===== src/rtl/mipi_csi_pkg.sv =====
`default_nettype none
// +--------------------------------------------------------------------+
// | mipi_csi_pkg: shared CSI-2 data types, packet_type codes, slices.  |
// | Revision: 1.0                                                      |
// +--------------------------------------------------------------------+
package mipi_csi_pkg;

  localparam logic [5:0] c_DT_FS    = 6'h00;
  localparam logic [5:0] c_DT_FE    = 6'h01;
  localparam logic [5:0] c_DT_LS    = 6'h02;
  localparam logic [5:0] c_DT_LE    = 6'h03;
  localparam logic [5:0] c_DT_RAW8  = 6'h2A;
  localparam logic [5:0] c_DT_RAW10 = 6'h2B;
  localparam logic [5:0] c_DT_RAW12 = 6'h2C;
  localparam logic [5:0] c_DT_RAW14 = 6'h2D;

  localparam logic [2:0] c_PT_RAW8  = 3'd0;
  localparam logic [2:0] c_PT_RAW10 = 3'd1;
  localparam logic [2:0] c_PT_RAW12 = 3'd2;
  localparam logic [2:0] c_PT_RAW14 = 3'd3;

  // Header word layout: DI in lane0, WC little-endian in lanes 1-2, ECC in lane3.
  localparam int c_DI_LSB  = 0;
  localparam int c_WC_LSB  = 8;
  localparam int c_ECC_LSB = 24;

  typedef enum logic [2:0] {
    DT_CLS_FS    = 3'd0,
    DT_CLS_FE    = 3'd1,
    DT_CLS_LSLE  = 3'd2,
    DT_CLS_RAW   = 3'd3,
    DT_CLS_OTHER = 3'd4
  } dt_class_e;

  typedef enum logic [1:0] {
    ST_IDLE    = 2'd0,
    ST_PAYLOAD = 2'd1,
    ST_DRAIN   = 2'd2
  } seq_state_e;

endpackage
`default_nettype wire


===== src/rtl/mipi_csi_header_decode.sv =====
`default_nettype none
// +--------------------------------------------------------------------+
// | mipi_csi_header_decode: splits a header word, classifies the DT.   |
// | Revision: 1.0                                                      |
// +--------------------------------------------------------------------+
module mipi_csi_header_decode
  import mipi_csi_pkg::*;
#(
  parameter logic [15:0] MAX_WC = 16'd16384
) (
  input  logic [23:0] i_header,
  output logic [1:0]  o_vc,
  output logic [15:0] o_wc,
  output dt_class_e   o_dt_class,
  output logic        o_wc_ok,
  output logic [2:0]  o_packet_type,
  output logic [14:0] o_words_left
);

  logic [5:0] w_dt;

  assign o_vc    = i_header[c_DI_LSB+6 +: 2];
  assign w_dt    = i_header[c_DI_LSB +: 6];
  assign o_wc    = {i_header[c_WC_LSB+8 +: 8], i_header[c_WC_LSB +: 8]};
  assign o_wc_ok = (o_wc != 16'd0) && (o_wc <= MAX_WC);
  // 17-bit sum so WC near 0xFFFF cannot wrap before the divide by four.
  assign o_words_left = 15'(({1'b0, o_wc} + 17'd3) >> 2);

  always_comb begin
    o_dt_class    = DT_CLS_OTHER;
    o_packet_type = c_PT_RAW8;
    case (w_dt)
      c_DT_FS:    o_dt_class = DT_CLS_FS;
      c_DT_FE:    o_dt_class = DT_CLS_FE;
      c_DT_LS,
      c_DT_LE:    o_dt_class = DT_CLS_LSLE;
      c_DT_RAW8:  begin o_dt_class = DT_CLS_RAW; o_packet_type = c_PT_RAW8;  end
      c_DT_RAW10: begin o_dt_class = DT_CLS_RAW; o_packet_type = c_PT_RAW10; end
      c_DT_RAW12: begin o_dt_class = DT_CLS_RAW; o_packet_type = c_PT_RAW12; end
      c_DT_RAW14: begin o_dt_class = DT_CLS_RAW; o_packet_type = c_PT_RAW14; end
      default:    o_dt_class = DT_CLS_OTHER;
    endcase
  end

endmodule
`default_nettype wire


===== src/rtl/mipi_csi_rx_packet_sequencer_4lane.sv =====
`default_nettype none
// +--------------------------------------------------------------------+
// | mipi_csi_rx_packet_sequencer_4lane: header parse, VC filter and    |
// | payload gating between the lane aligner and the RAW depacker.      |
// | Revision: 1.0                                                      |
// +--------------------------------------------------------------------+
module mipi_csi_rx_packet_sequencer_4lane
  import mipi_csi_pkg::*;
#(
  parameter logic [1:0]  VC_SEL = 2'd0,
  parameter logic [15:0] MAX_WC = 16'd16384
) (
  input  logic        clk_i,
  input  logic        reset_n_i,
  input  logic        data_valid_i,
  input  logic [31:0] data_i,
  output logic        payload_valid_o,
  output logic [31:0] payload_o,
  output logic        payload_last_o,
  output logic [2:0]  packet_type_o,
  output logic        frame_valid_o,
  output logic        line_valid_o,
  output logic [15:0] frame_number_o,
  output logic [15:0] line_count_o,
  output logic        err_type_o,
  output logic        err_wc_o,
  output logic        err_trunc_o
);

  seq_state_e  r_state;
  logic [14:0] r_words_left;
  logic [1:0]  r_tail_bytes;

  logic [1:0]  w_vc;
  logic [15:0] w_wc;
  dt_class_e   w_dt_class;
  logic        w_wc_ok;
  logic [2:0]  w_packet_type;
  logic [14:0] w_words_left;
  logic [31:0] w_keep_mask;
  logic [31:0] w_payload;

  mipi_csi_header_decode #(
    .MAX_WC (MAX_WC)
  ) u_header_decode (
    .i_header      (data_i[23:0]),
    .o_vc          (w_vc),
    .o_wc          (w_wc),
    .o_dt_class    (w_dt_class),
    .o_wc_ok       (w_wc_ok),
    .o_packet_type (w_packet_type),
    .o_words_left  (w_words_left)
  );

  // WC mod 4 gives the live byte count of the final word (0 means all four).
  always_comb begin
    w_keep_mask = 32'hFFFF_FFFF;
    case (r_tail_bytes)
      2'd1:    w_keep_mask = 32'h0000_00FF;
      2'd2:    w_keep_mask = 32'h0000_FFFF;
      2'd3:    w_keep_mask = 32'h00FF_FFFF;
      default: w_keep_mask = 32'hFFFF_FFFF;
    endcase
  end

  assign w_payload = (r_words_left == 15'd1) ? (data_i & w_keep_mask) : data_i;

  always_ff @(posedge clk_i or negedge reset_n_i) begin
    if (!reset_n_i) begin
      r_state         <= ST_IDLE;
      r_words_left    <= '0;
      r_tail_bytes    <= '0;
      payload_valid_o <= 1'b0;
      payload_o       <= '0;
      payload_last_o  <= 1'b0;
      packet_type_o   <= '0;
      frame_valid_o   <= 1'b0;
      line_valid_o    <= 1'b0;
      frame_number_o  <= '0;
      line_count_o    <= '0;
      err_type_o      <= 1'b0;
      err_wc_o        <= 1'b0;
      err_trunc_o     <= 1'b0;
    end else begin
      payload_valid_o <= 1'b0;
      payload_last_o  <= 1'b0;
      err_type_o      <= 1'b0;
      err_wc_o        <= 1'b0;
      err_trunc_o     <= 1'b0;
      case (r_state)
        ST_IDLE: begin
          if (data_valid_i) begin
            r_state <= ST_DRAIN;
            if (w_vc == VC_SEL) begin
              case (w_dt_class)
                DT_CLS_FS: begin
                  frame_valid_o  <= 1'b1;
                  frame_number_o <= w_wc;
                  line_count_o   <= '0;
                end
                DT_CLS_FE:   frame_valid_o <= 1'b0;
                DT_CLS_LSLE: ;
                DT_CLS_RAW: begin
                  if (w_wc_ok) begin
                    packet_type_o <= w_packet_type;
                    r_words_left  <= w_words_left;
                    r_tail_bytes  <= w_wc[1:0];
                    line_valid_o  <= 1'b1;
                    r_state       <= ST_PAYLOAD;
                  end else begin
                    err_wc_o <= 1'b1;
                  end
                end
                default: err_type_o <= 1'b1;
              endcase
            end
          end
        end
        ST_PAYLOAD: begin
          if (data_valid_i) begin
            payload_valid_o <= 1'b1;
            payload_o       <= w_payload;
            r_words_left    <= r_words_left - 15'd1;
            if (r_words_left == 15'd1) begin
              payload_last_o <= 1'b1;
              line_count_o   <= line_count_o + 16'd1;
              r_state        <= ST_DRAIN;
            end
          end else begin
            err_trunc_o  <= 1'b1;
            line_valid_o <= 1'b0;
            r_state      <= ST_IDLE;
          end
        end
        ST_DRAIN: begin
          // line_valid_o spans the last payload word, then drops here.
          line_valid_o <= 1'b0;
          if (!data_valid_i) r_state <= ST_IDLE;
        end
        default: r_state <= ST_IDLE;
      endcase
    end
  end

endmodule
`default_nettype wire

===== config.mk =====
export PLATFORM = sky130hd
export DESIGN_NAME = mipi_csi_rx_packet_sequencer_4lane
export DESIGN_NICKNAME = d
export VERILOG_FILES = /design/src/rtl/mipi_csi_pkg.sv /design/src/rtl/mipi_csi_header_decode.sv /design/src/rtl/mipi_csi_rx_packet_sequencer_4lane.sv
export SDC_FILE = /design/constraint.sdc
export NUM_CORES = 1
export LEC_CHECK = 0
export ABC_CLOCK_PERIOD_IN_PS = 2500
export BUFFER_PORTS_ARGS = -buffer_cell sky130_fd_sc_hd__buf_2
export CORE_MARGIN = 1
export CORE_UTILIZATION = 49
export CTS_CLUSTER_DIAMETER = 40
export CTS_CLUSTER_SIZE = 25
export DETAILED_ROUTE_END_ITERATION = 7
export PLACE_DENSITY = 0.77
export SETUP_SLACK_MARGIN = 0.15
export SLEW_MARGIN = 15
export SYNTH_ARGS = -nofsm -noshare
export SYNTH_HDL_FRONTEND = slang
export SYNTH_SLANG_ARGS = --single-unit

===== constraint.sdc =====
create_clock -name clk_i -period 2.5 [get_ports clk_i]
set_input_delay 0.5 -clock clk_i [delete_from_list [all_inputs] [get_ports clk_i]]
set_output_delay 0.5 -clock clk_i [all_outputs]
set_load 0.05 [all_outputs]

==> summary.md, run 1 <==
The run finished with clean final reports. The number of different library cells used by synthesis comes to 60. For this design the static power due to leakage is 2.89 nW. Pin count of the biggest net entering global routing: 54. The type of the worst setup path is flop to flop. For the achievable frequency, the log shows 425 MHz.

The post-route DRC violation count is 0, and the total power per unit cell area is 659 nW/um2. The final count of pins violating max slew is 0. For the initial antenna violation count, the log shows 0. The largest individual stage delay along the critical path comes from the cell sky130_fd_sc_hd__or4_4.

STA classifies the critical path endpoint as a flop. Yosys printed 0 warnings. The worst clock skew on the final layout was 0.0145 ns; the y dimension of the die was 99.3 um. Routability-driven placement finished with a final weighted congestion of 0.860. After legalization and detailed placement, the total HPWL measured 8360 um.

The via count of the first global-routing pass is 4074, and the number of synthesized register bits is 92. In the layout the commonest cells are 106 x sky130_fd_sc_hd__buf_2, 92 x sky130_fd_sc_hd__dfrtp_1, 41 x sky130_fd_sc_hd__buf_4, 32 x sky130_fd_sc_hd__nand2_1, 28 x sky130_fd_sc_hd__nor2_1. The clock tree synthesis step divided the H-tree into 3 levels. TritonCTS built the clock tree.

For the number of standard cells after synthesis, the log shows 443. The mean instance size in the synthesized netlist works out to 10.5 um2. The cell family contributing the most delay on the critical path is simple AND/OR/NAND/NOR gates. The max-cap violation count is 0, and the post-placement cell count is 676.

Clock tree synthesis inserted a total of 9 buffers. Remaining antenna violation count: 0. Port buffering added 107 buffers. The endpoint of the worst-slack reg-to-reg timing path was r_state[0]$_DFFE_PN0P_. The die covers 9860 um2.

Setup violations remaining at the end of the flow were counted as 0. The share of flip-flops with an asynchronous set or reset after synthesis came out at 1.00. The tools report the final worst hold slack as 0.171 ns.

The net count of the finished layout is 627. The worst-margin pin slew came out at 0.722 ns. The class of the tightest hold or removal check is primary input to async pin. The register-to-register setup slack is 0.15 ns, and the post-route non-filler standard cell count is 700.

Critical path data arrival time: 2.61 ns. The clock period could shrink to 2.35 ns. Initial DRC count: 174. The run gives 751 as the count of fill cells added during filler insertion. Together, buffers and inverters on the worst path number 0. The buffer levels on the longest clock path is 2. The effective utilization at floorplan was 0.504; the period utilization was 0.940. The average routed wire per standard cell is 16.9 um, and the hold violation count in the final report is 0.

The tools report the worst flop-to-flop path startpoint as r_words_left[9]$_DFFE_PN0P_. The CTS clock-pin slew for the worst setup and hold paths works out to 0.10 ns. From left edge to right edge, the die measures 99.3 um.

Setup repair after global routing could not meet its margin everywhere. The highest fanout seen on the critical path came out at 5. Clock tree synthesis found a total of 92 sinks.

The sequential element share of the synthesized area was 0.496; the number of top-level pins was 109. The first detailed-routing pass ran for 4 iterations. The core area is 9200 um2, and the synthesis-to-finish area growth is 26.0%. The clock network latency to the later pin of the worst-skew pair is 0.37 ns. For this run, the slowest stage of the critical path takes 0.48 ns. The via count is 4100. The total routing resource utilization after global routing came out at 0.249. The share of post-route cells with drive strength above 1 works out to 0.368. Row generation in the floorplan step produced 35 rows. Global routing finished with a remaining overflow of 0. Yosys mapped a number of flops with a built-in enable equal to 0.

Summed over all layers, the routed wires come to 11900 um. The first global-routing pass estimated 19500 um of wire. The CTS root buffer was sky130_fd_sc_hd__clkbuf_8. STA classifies the critical path startpoint as a flop. The tools report the net count of the mapped netlist as 486. The worst relative slew slack is 0.519, and the worst IR drop on VDD is 0.000357 V. Walking the worst path, the cells encountered are or3_4 -> or4_4 -> o31a_4 -> o21ai_1 -> o21a_1 -> mux2_2.

The most frequently used flop master after synthesis is sky130_fd_sc_hd__dfrtp_1. Using the TritonRoute via totals, the vias-per-cell ratio works out to 5.86. Counting cells, the worst reg-to-reg path comes to 6. After synthesis the cells add up to 4640 um2.

Data on the critical path is required at its endpoint by 2.76 ns. The repair_antennas step left the layout with diodes totalling 0. The worst setup path startpoint was r_words_left[9]$_DFFE_PN0P_. Leaving out fill and tap cells, the most frequent cell in the layout is sky130_fd_sc_hd__buf_2.
flip-flops by register name (all words and copies together) (netlist names):
name,flops
payload_o,32
frame_number_o,16
line_count_o,16
r_words_left,15
packet_type_o,2
r_state,2
r_tail_bytes,2
err_trunc_o,1
err_type_o,1
err_wc_o,1
frame_valid_o,1
line_valid_o,1
payload_last_o,1
payload_valid_o,1
area by class of cell:
| type | instances | area, um2 | area share |
|---|---|---|---|
| multi-input cells | 314 | 2250 | 0.385 |
| well taps | 111 | 139 | 0.0238 |
| clock buffers | 9 | 124 | 0.0212 |
| clock inverters | 7 | 67.6 | 0.0116 |
| repair buffers | 150 | 898 | 0.154 |
| inverters | 17 | 63.8 | 0.0109 |
| flip-flops and latches | 92 | 2300 | 0.394 |
worst max-delay path by stage:
stage / endpoint / slack [ns] / depth (start not counted)
after detailed placement: r_words_left[11]$_DFFE_PN0P_ / -0.003 / 9
after global placement: line_count_o[15]$_DFFE_PN0P_ / 0.07 / 7
final: r_state[0]$_DFFE_PN0P_ / 0.15 / 6
after floorplan: r_state[0]$_DFFE_PN0P_ / 0.12 / 6
after global routing: line_count_o[8]$_DFFE_PN0P_ / 0.07 / 8
after CTS: r_state[0]$_DFFE_PN0P_ / 0.08 / 6
report_power, final:
group	leakage, nW	internal [mW]	switching, mW	total, mW
registers	1.23	1.64	0.146	1.79
clock network	0.0936	0.384	0.587	0.971
logic	1.56	0.380	0.713	1.09
total	2.89	2.41	1.45	3.85
timing repair:
| action | CTS | global route |
|---|---|---|
| gates cloned | 1 | 0 |
| gates resized for setup | 2 | 13 |
| buffers inserted | 3 | 4 |
| endpoints found under the hold margin | 0 | 0 |
| hold buffers | 0 | 0 |
| setup endpoints to repair | 31 | 46 |
| pin swaps | 2 | 2 |
Yosys cell counts, types with 7 or more instances:
master                      n  area [um2]
sky130_fd_sc_hd__dfrtp_1   92        2300
sky130_fd_sc_hd__o21ai_0   23         115
sky130_fd_sc_hd__a21oi_1    8        40.0
sky130_fd_sc_hd__nor2_1    30         113
sky130_fd_sc_hd__nand4_1   12        75.1
sky130_fd_sc_hd__mux2_2    27         304
sky130_fd_sc_hd__nand2_1   32         120
sky130_fd_sc_hd__ha_1       8         100
sky130_fd_sc_hd__inv_1     17        63.8
sky130_fd_sc_hd__a22o_1    24         210
sky130_fd_sc_hd__or3_1      7        43.8
sky130_fd_sc_hd__clkbuf_1  16        60.1
sky130_fd_sc_hd__nor4_1    13        81.3
sky130_fd_sc_hd__xnor2_1   14         123
sky130_fd_sc_hd__nor3_1    15        75.1
sky130_fd_sc_hd__nand3_1   15        75.1
logic make-up (layout without fill, tap and decap cells):
family,Yosys count,after routing,share of synthesized area
simple gates,160,161,0.185
compound gates,96,96,0.156
flops,92,92,0.496
buf+inv,38,183,0.0343
mux,28,28,0.0677
xor+xnor,20,20,0.0378
fa+ha+maj,8,8,0.0216
other cells,1,1,0.000809
worst reg2reg max path: cells and delay by family (launching register included):
kind            cells  cell delay [ns]
mux                 1             0.33
flops               1             0.39
simple gates        2             0.88
compound gates      3             0.66
metrics by stage:
| step | area, um2 | worst slack [ns] | setup TNS [ns] | utilization | total power, mW |
|---|---|---|---|---|---|
| 3_5_place_dp | 5540 | -0.00282 | -0.00542 | 0.602 | 2.87 |
| 6_report | 5840 | 0.149 | 0 | 0.635 | 3.85 |
| 4_1_cts | 5770 | 0.0833 | 0 | 0.627 | 3.86 |
| 5_1_grt | 5840 | 0.0670 | 0 | 0.635 | 4.04 |
| 3_3_place_gp | 5540 | 0.0701 | 0 | 0.602 | 2.83 |
| 2_1_floorplan | 4650 | 0.119 | 0 | - | 2.51 |
routing by layer:
metal  track usage  up-vias  wire, um
li1              -     1918         -
met1         0.322     2028      5080
met2         0.422      141      5880
met3        0.0464       13       791
met4        0.0837        0       105
met5             0        -         0
Power figures use the tool's default switching activity.
==> run 2, diff against run 1 <==
--- a/config.mk
+++ b/config.mk
@@ -5,14 +5,14 @@
 export SDC_FILE = /design/constraint.sdc
 export NUM_CORES = 1
 export LEC_CHECK = 0
-export ABC_CLOCK_PERIOD_IN_PS = 2500
+export ABC_CLOCK_PERIOD_IN_PS = 2900
 export BUFFER_PORTS_ARGS = -buffer_cell sky130_fd_sc_hd__buf_2
 export CORE_MARGIN = 1
-export CORE_UTILIZATION = 49
+export CORE_UTILIZATION = 50
 export CTS_CLUSTER_DIAMETER = 40
 export CTS_CLUSTER_SIZE = 25
 export DETAILED_ROUTE_END_ITERATION = 7
-export PLACE_DENSITY = 0.77
+export PLACE_DENSITY = 0.75
 export SETUP_SLACK_MARGIN = 0.15
 export SLEW_MARGIN = 15
 export SYNTH_ARGS = -nofsm -noshare
==> constraint.sdc (replaced) <==
create_clock -name clk_i -period 2.9 [get_ports clk_i]
set_input_delay 0.58 -clock clk_i [delete_from_list [all_inputs] [get_ports clk_i]]
set_output_delay 0.58 -clock clk_i [all_outputs]
set_load 0.05 [all_outputs]
==> run 2 against run 1 <==
- the flow now finishes with violations (design-rule violations)
- global-route usage is 0.056 points higher
- combinational power decreased by 21%
- sequential share of layout area grew 2.4 points
- hold slack gained 0.027 ns
- first-iteration DRC count rose by 39%
- non-clock buffer count down 32
- power shrank 15%
- register-to-register slack improved by 0.16 ns
- cell area is 5.8% lower
- critical path depth stayed put
- critical path type unchanged
- highest routed layer unchanged
==> summary.md, run 2 (same netlist as run 1, synthesis figures left out) <==
For the clock sink total, the log shows 92. The register-to-register setup slack was 0.31 ns. The worst relative slew slack came out at 0.469.

The share of post-route cells with drive strength above 1 is 0.311. The floorplan step set the die width to 98.3 um. The post-placement cell count was 648; the number of gates given a new drive strength after cts was 0. From synthesis to final layout, the design area changed by 18.7%. The via count of the first global-routing pass was 3858.

Worst setup path startpoint: r_words_left[9]$_DFFE_PN0P_. The most common library cell in the layout ignoring fill and taps was sky130_fd_sc_hd__buf_2. The tools report the clock share of power as 0.261. The worst slack at placement is 0.239 ns, and the number of core rows is 34. The worst path in the final design needs a cycle of 2.59 ns, including I/O delays and setup. At the pin with the least slew margin, the transition time is 0.796 ns. The post-route non-filler standard cell count came out at 664. The tools report the buffer levels on the longest clock path as 2.

The met1 usage in global routing is 0.336. Once detailed placement completed, the half-perimeter wirelength came to 8350 um. The number of nets in the final layout was 594; the count of fill cells added during filler insertion was 742.

The number of gates on the worst path with buffers counted is 6. The critical path in this run is classified as flop to flop. Adding up every negative setup slack in the final design gives 0 ns. VDD sags by at most 0.000291 V. The run gives 0 as the post-CTS setup-driven buffer insertion count.

Data on the critical path is required at its endpoint by 3.15 ns. The effective utilization at floorplan was 0.524. STA classifies the critical path endpoint as a flop. On the final layout, the worst hold slack is 0.198 ns.

The total iterations of the first detailed-routing run was 6; the fraction of power spent switching nets was 0.380. After detailed routing, the number of remaining DRC violations is 8. The signal on the critical path passes through or3_4 -> or4_4 -> o31a_2 -> o21ai_0 -> o21a_1 -> mux2_2. The tools report the worst flop-to-flop path startpoint as r_words_left[9]$_DFFE_PN0P_. The cell family contributing the most delay on the critical path is simple AND/OR/NAND/NOR gates.

The cell sitting at the root of the clock tree is a sky130_fd_sc_hd__clkbuf_8. The number of vias per cell after detailed routing works out to 5.96. The total routing resource utilization after global routing is 0.249. Setup repair after global routing left no endpoint under its margin.

The run gives 0.861 as the final weighted congestion in routability-driven placement. For this design, the slowest cell found on the critical path is sky130_fd_sc_hd__or4_4. Setup violations remaining at the end of the flow were counted as 0. The combinational share of power is 0.264. The total grt overflow is 0. TritonCTS created 9 clock buffers. Type of origin of the critical path: a flop.

The number of antenna diodes in the final layout is 0. The tools report the achievable frequency as 386 MHz. Summing over every cut layer, the via total after detailed routing is 3957. The critical path data arrival time is 2.84 ns. Power spread over the standard cell area amounts to 595 nW/um2. The detailed router finished its first iteration with 241 violations. The class of the tightest hold or removal check was primary input to async pin.

Pin placement for this block handled 109 I/O pins. After floorplanning, the core was sized to cover 8850 um2. Global-route met2 utilization: 0.407. At the later pin of the worst-skew pair, clock insertion delay measures 0.36 ns. The worst path meets setup with 0.313 ns of slack. The H-tree was split into 3 levels.

The die covers 9660 um2. The register with the most flip-flops in the final layout is payload_o. The first global-routing pass estimated 19100 um of wire. The delay contributed by the slowest stage of the critical path is 0.48 ns, and the worst clock skew on the final layout is 0.0102 ns.

The y dimension of the die is 98.3 um, and the sequential power share is 0.475. Highest fanout seen on the critical path: 6. In this run the critical register-to-register path is captured at r_state[0]$_DFFE_PN0P_. For this design the static power due to leakage is 2.70 nW.

The final count of pins violating max slew is 0. CTS clock-pin slew for the worst setup and hold paths: 0.10 ns. TritonCTS built the clock tree.

The routing layer with the top usage in global route was met2. The number of hold buffers added after cts is 0. Final design utilization: 0.622. The final reports fail on design-rule violations. In the final layout, the registers with the most flip-flops are payload_o x32, frame_number_o x16, line_count_o x16.

The tools report the fraction of met3 tracks used by global routing as 0.0429. The number of cells on the worst reg-to-reg path is 6. The tool flagged a number of max-cap violations equal to 0. The top cell types in the final layout, fill and taps aside, are 106 x sky130_fd_sc_hd__buf_2, 92 x sky130_fd_sc_hd__dfrtp_1, 32 x sky130_fd_sc_hd__nand2_1, 30 x sky130_fd_sc_hd__nor2_1, 27 x sky130_fd_sc_hd__mux2_2. The number of port buffers was 107. The capture point of the critical path is r_state[0]$_DFFE_PN0P_.

The initial antenna violation count is 0, and the count of buffering cells on the critical path with inverters included is 0. The final layout contains routed wiring with a total length of 11400 um. In this run the power spent charging and discharging nets is 1.24 mW. Cell internal power was estimated by the tool at 2.03 mW.

In the final routed layout, each cell accounts on average for 17.2 um. The count of nets left with antenna violations once routing finished came out at 0. Hold violation count in the final report: 0. The flip-flop count of the largest register after layout was 32. The run finished, with violations left. Entering global routing, the biggest net connects 49 pins. Period utilization: 0.892.
run 2: per-stage QoR:
step | cell area (um2) | total power, mW
global route | 5500 | 3.43
detailed placement | 5310 | 2.44
floorplan | 4640 | 2.16
finish | 5500 | 3.27
global placement | 5310 | 2.40
CTS | 5500 | 3.29
run 2: per-layer routing:
metal | up-vias | routed length, um | part of all wire
met5 | - | 0 | 0
li1 | 1849 | - | -
met1 | 1963 | 5160 | 0.45
met4 | 0 | 145 | 0.013
met3 | 12 | 680 | 0.059
met2 | 133 | 5470 | 0.48
run 2: worst min-delay path by stage:
stage,slack (ns),from,endpoint
2_1_floorplan,0.28,reset_n_i,err_trunc_o$_DFF_PN0_
3_3_place_gp,0.46,frame_valid_o$_DFFE_PN0P_,frame_valid_o$_DFFE_PN0P_
3_5_place_dp,0.47,packet_type_o[1]$_DFFE_PN0P_,packet_type_o[1]$_DFFE_PN0P_
4_1_cts,0.21,reset_n_i,payload_o[31]$_DFFE_PN0P_
5_1_grt,0.23,reset_n_i,payload_o[31]$_DFFE_PN0P_
6_report,0.20,reset_n_i,payload_o[31]$_DFFE_PN0P_
run 2: cell type report:
class                   count  area (um2)  share of cell area
clock inverters             7        68.8              0.0125
inverters                  17        63.8              0.0116
clock buffers               9         124              0.0225
well taps                 108         135              0.0246
flip-flops and latches     92        2300               0.418
repair buffers            118         633               0.115
multi-input cells         313        2180               0.395
run 2: power groups by stage:
stage	Combinational [mW]	Sequential, mW	Clock, mW
finish	0.864	1.55	0.855
global route	0.935	1.58	0.919
CTS	0.863	1.55	0.870
detailed placement	0.860	1.58	0
global placement	0.839	1.56	0
floorplan	0.398	1.77	0
==> run 3, diff against run 2 <==
--- a/config.mk
+++ b/config.mk
@@ -12,7 +12,7 @@
 export CTS_CLUSTER_DIAMETER = 40
 export CTS_CLUSTER_SIZE = 25
 export DETAILED_ROUTE_END_ITERATION = 7
-export PLACE_DENSITY = 0.75
+export PLACE_DENSITY = 0.79
 export SETUP_SLACK_MARGIN = 0.15
 export SLEW_MARGIN = 15
 export SYNTH_ARGS = -nofsm -noshare
==> run 3 against run 2 <==
- the flow still finishes with violations (design-rule violations)
- cell count fell by 0.30%
- clock power fell by 0.5%
- register-to-register slack improved by 0.04 ns
- first-iteration DRC count fell by 0.83%
- cell area fell by 0.20%
- sequential power barely moved
- power rose by 0.23%
- global-route usage fell by 0.27 points
- clock-buffer cell count rose by 3
- non-clock buffer count fell by 2
- fmax rose by 1.5%
- via count fell by 0.43%
- critical endpoint is now line_count_o[15]$_DFFE_PN0P_
==> summary.md, run 3 (same netlist as run 1, synthesis figures left out) <==
The run finished, with violations left. The checks that failed: design-rule violations. The total iterations of the first detailed-routing run came out at 8. The finished cells cover 5490 um2. The tools report the pin count of the biggest net entering global routing as 48. The run gives 3.19 ns as the worst endpoint required time. The number of gates resized after CTS was 0. The critical path capture point type was a flop. The clock share of power was 0.259; the total power was 3.28 mW. The final weighted congestion in routability-driven placement was 0.833; the width of the die was 98.3 um. The clock passes through at most 2 buffers. The tools report the total grt overflow as 0. For the pin with the worst max-slew slack, the measured transition is 0.704 ns. The first-pass GRT wire length is 19000 um. The worst IR drop on VDD was 0.000400 V; the number of core rows was 34. The flip-flop count of the largest register after layout works out to 32. The clock sink total came out at 92.

The final design utilization was 0.621; the worst setup margin was 0.350 ns. In this run the remaining antenna-violating nets after routing total 0. The combined area of the multi-input logic cells came out at 2180 um2. The count of buffering cells on the critical path with inverters included works out to 0. The master of the slowest instance on the critical path was sky130_fd_sc_hd__or4_4. Adding up every negative setup slack in the final design gives 0 ns. The initial antenna violation count came out at 0.

Summed over all nets, the switching power comes to 1.19 mW. After the last flow step, the layout net total stands at 592. Measured in cells, the most critical reg-to-reg path has a length of 6.

The via count of the first global-routing pass is 3796. The logs give 0.267 for the combinational share of power and 0 for the count of inserted antenna diode cells. The logs give 2.69 nW for the leakage power and 392 MHz for the achievable frequency.

TritonCTS built the clock tree. The register with the most flip-flops in the final layout is payload_o. The effective utilization at floorplan was 0.524. The tool flagged a number of max-cap violations equal to 0. The tightest min-delay check is of the primary input to async pin type.

Counting tap cells, the placed design contains a total of 646 instances. The library cells used most frequently in the layout, excluding fill and tap cells, are 106 x sky130_fd_sc_hd__buf_2, 92 x sky130_fd_sc_hd__dfrtp_1, 32 x sky130_fd_sc_hd__nand2_1, 30 x sky130_fd_sc_hd__nor2_1, 27 x sky130_fd_sc_hd__mux2_2. The share of post-route cells with drive strength above 1 is 0.309, and the core area is 8850 um2. The clock period minus final worst setup slack is 2.55 ns.

Buffers added to address setup during post-CTS repair amount to 0. The placed wire-length estimate after detailed placement was 8180 um. The cell area after placement came out at 5300 um2. For this run, the slowest stage of the critical path takes 0.47 ns. The logs give 9660 um2 for the area of the die and 0.531 for the worst relative slew slack.

The fraction of power spent switching nets is 0.364. The worst setup path is of the flop to flop kind. In the final layout, flip-flops and latches occupy 2300 um2. The total routing resource utilization after global routing was 0.247. Fill cells in the final layout number 761. In the routed layout, each cell is associated on average with a via count of 5.95.

Across the routed clock network, the largest skew measured is 0.00699 ns. Counting buffers and inverters, the worst setup path is 6 cells deep. The tools report the type of origin of the critical path as a flop. Power spread over the standard cell area amounts to 597 nW/um2. Clock-pin slew was measured on the worst setup and hold paths at 0.09 ns. The sequential power share was 0.474; the post-route non-filler standard cell count was 662. For the worst-skew pair, the clock arrives at the later sink with an insertion delay of 0.37 ns. The tools report the critical path data arrival time as 2.84 ns. On the final layout, the worst hold slack is 0.214 ns. The number of buffers created by CTS is 9. The tools report the total wire length after detailed routing as 11300 um.

After detailed routing, the number of remaining DRC violations is 7. The y dimension of the die came out at 98.3 um. Hold violation count in the final report: 0. In the final layout, the registers with the most flip-flops are payload_o x32, frame_number_o x16, line_count_o x16.

The root buffer cell chosen for the clock tree is sky130_fd_sc_hd__clkbuf_8. The H-tree was split into 3 levels. Via count: 3940. In this run the worst path has a maximum fanout of 9. Setup repair after global routing left no endpoint under its margin. Cell internal power was estimated by the tool at 2.09 mW. The worst slack at placement is 0.196 ns. The critical path goes through or3_4 -> or4_4 -> o31ai_4 -> nand4_4 -> or3_1 -> a21oi_1.

The dominant delay contributor by cell family on the critical path was simple AND/OR/NAND/NOR gates. The run gives 239 as the initial DRC count. After detailed routing, the average wire length per cell comes to 17.0 um. The number of top-level pins is 109, and the number of setup violations in the final report is 0.

The most common library cell in the layout ignoring fill and taps is sky130_fd_sc_hd__buf_2. Synthesis-to-finish area growth: 18.4%. The period utilization was 0.879; the final count of pins violating max slew was 0. For this design, the CTS-stage hold fixing added 0 buffers.

The count of buffers added on input and output ports is 107.
## run 3: worst paths after layout
path,slack [ns],endpoint,from
setup / recovery,0.35,line_count_o[15]$_DFFE_PN0P_,r_words_left[9]$_DFFE_PN0P_
hold / removal,0.21,payload_o[5]$_DFFE_PN0P_,reset_n_i
setup reg to reg,0.35,line_count_o[15]$_DFFE_PN0P_,r_words_left[9]$_DFFE_PN0P_
hold reg to reg,0.50,packet_type_o[1]$_DFFE_PN0P_,packet_type_o[1]$_DFFE_PN0P_
max in group asynchronous,2.05,r_words_left[7]$_DFFE_PN0P_,reset_n_i
min in group clk_i,0.43,payload_o[28]$_DFFE_PN0P_,data_i[28]
## run 3: layout make-up
class	count	share of cell area
clock buffers	12	0.0301
flip-flops and latches	92	0.419
repair buffers	116	0.113
inverters	17	0.0116
well taps	108	0.0246
multi-input cells	313	0.396
clock inverters	4	0.00570
## run 3: layer usage
| layer | GRT usage | part of all wire | up-vias |
|---|---|---|---|
| met5 | 0 | 0 | - |
| met4 | 0.0712 | 0.012 | 0 |
| met1 | 0.336 | 0.45 | 1947 |
| li1 | - | - | 1851 |
| met3 | 0.0444 | 0.057 | 14 |
| met2 | 0.406 | 0.48 | 128 |
## run 3: power groups by stage
| stage | combinational, mW | clock (mW) | sequential [mW] |
|---|---|---|---|
| 2_1_floorplan | 0.398 | 0 | 1.77 |
| 4_1_cts | 0.875 | 0.862 | 1.55 |
| 3_3_place_gp | 0.850 | 0 | 1.56 |
| 6_report | 0.875 | 0.851 | 1.55 |
| 5_1_grt | 0.949 | 0.904 | 1.58 |
| 3_5_place_dp | 0.872 | 0 | 1.57 |
## run 3: worst reg2reg max path, cell delays in order (launching register included)
cell	delay [ns]
sky130_fd_sc_hd__dfrtp_1	0.46
sky130_fd_sc_hd__or3_4	0.44
sky130_fd_sc_hd__or4_4	0.47
sky130_fd_sc_hd__o31ai_4	0.35
sky130_fd_sc_hd__nand4_4	0.20
sky130_fd_sc_hd__or3_1	0.40
sky130_fd_sc_hd__a21oi_1	0.15
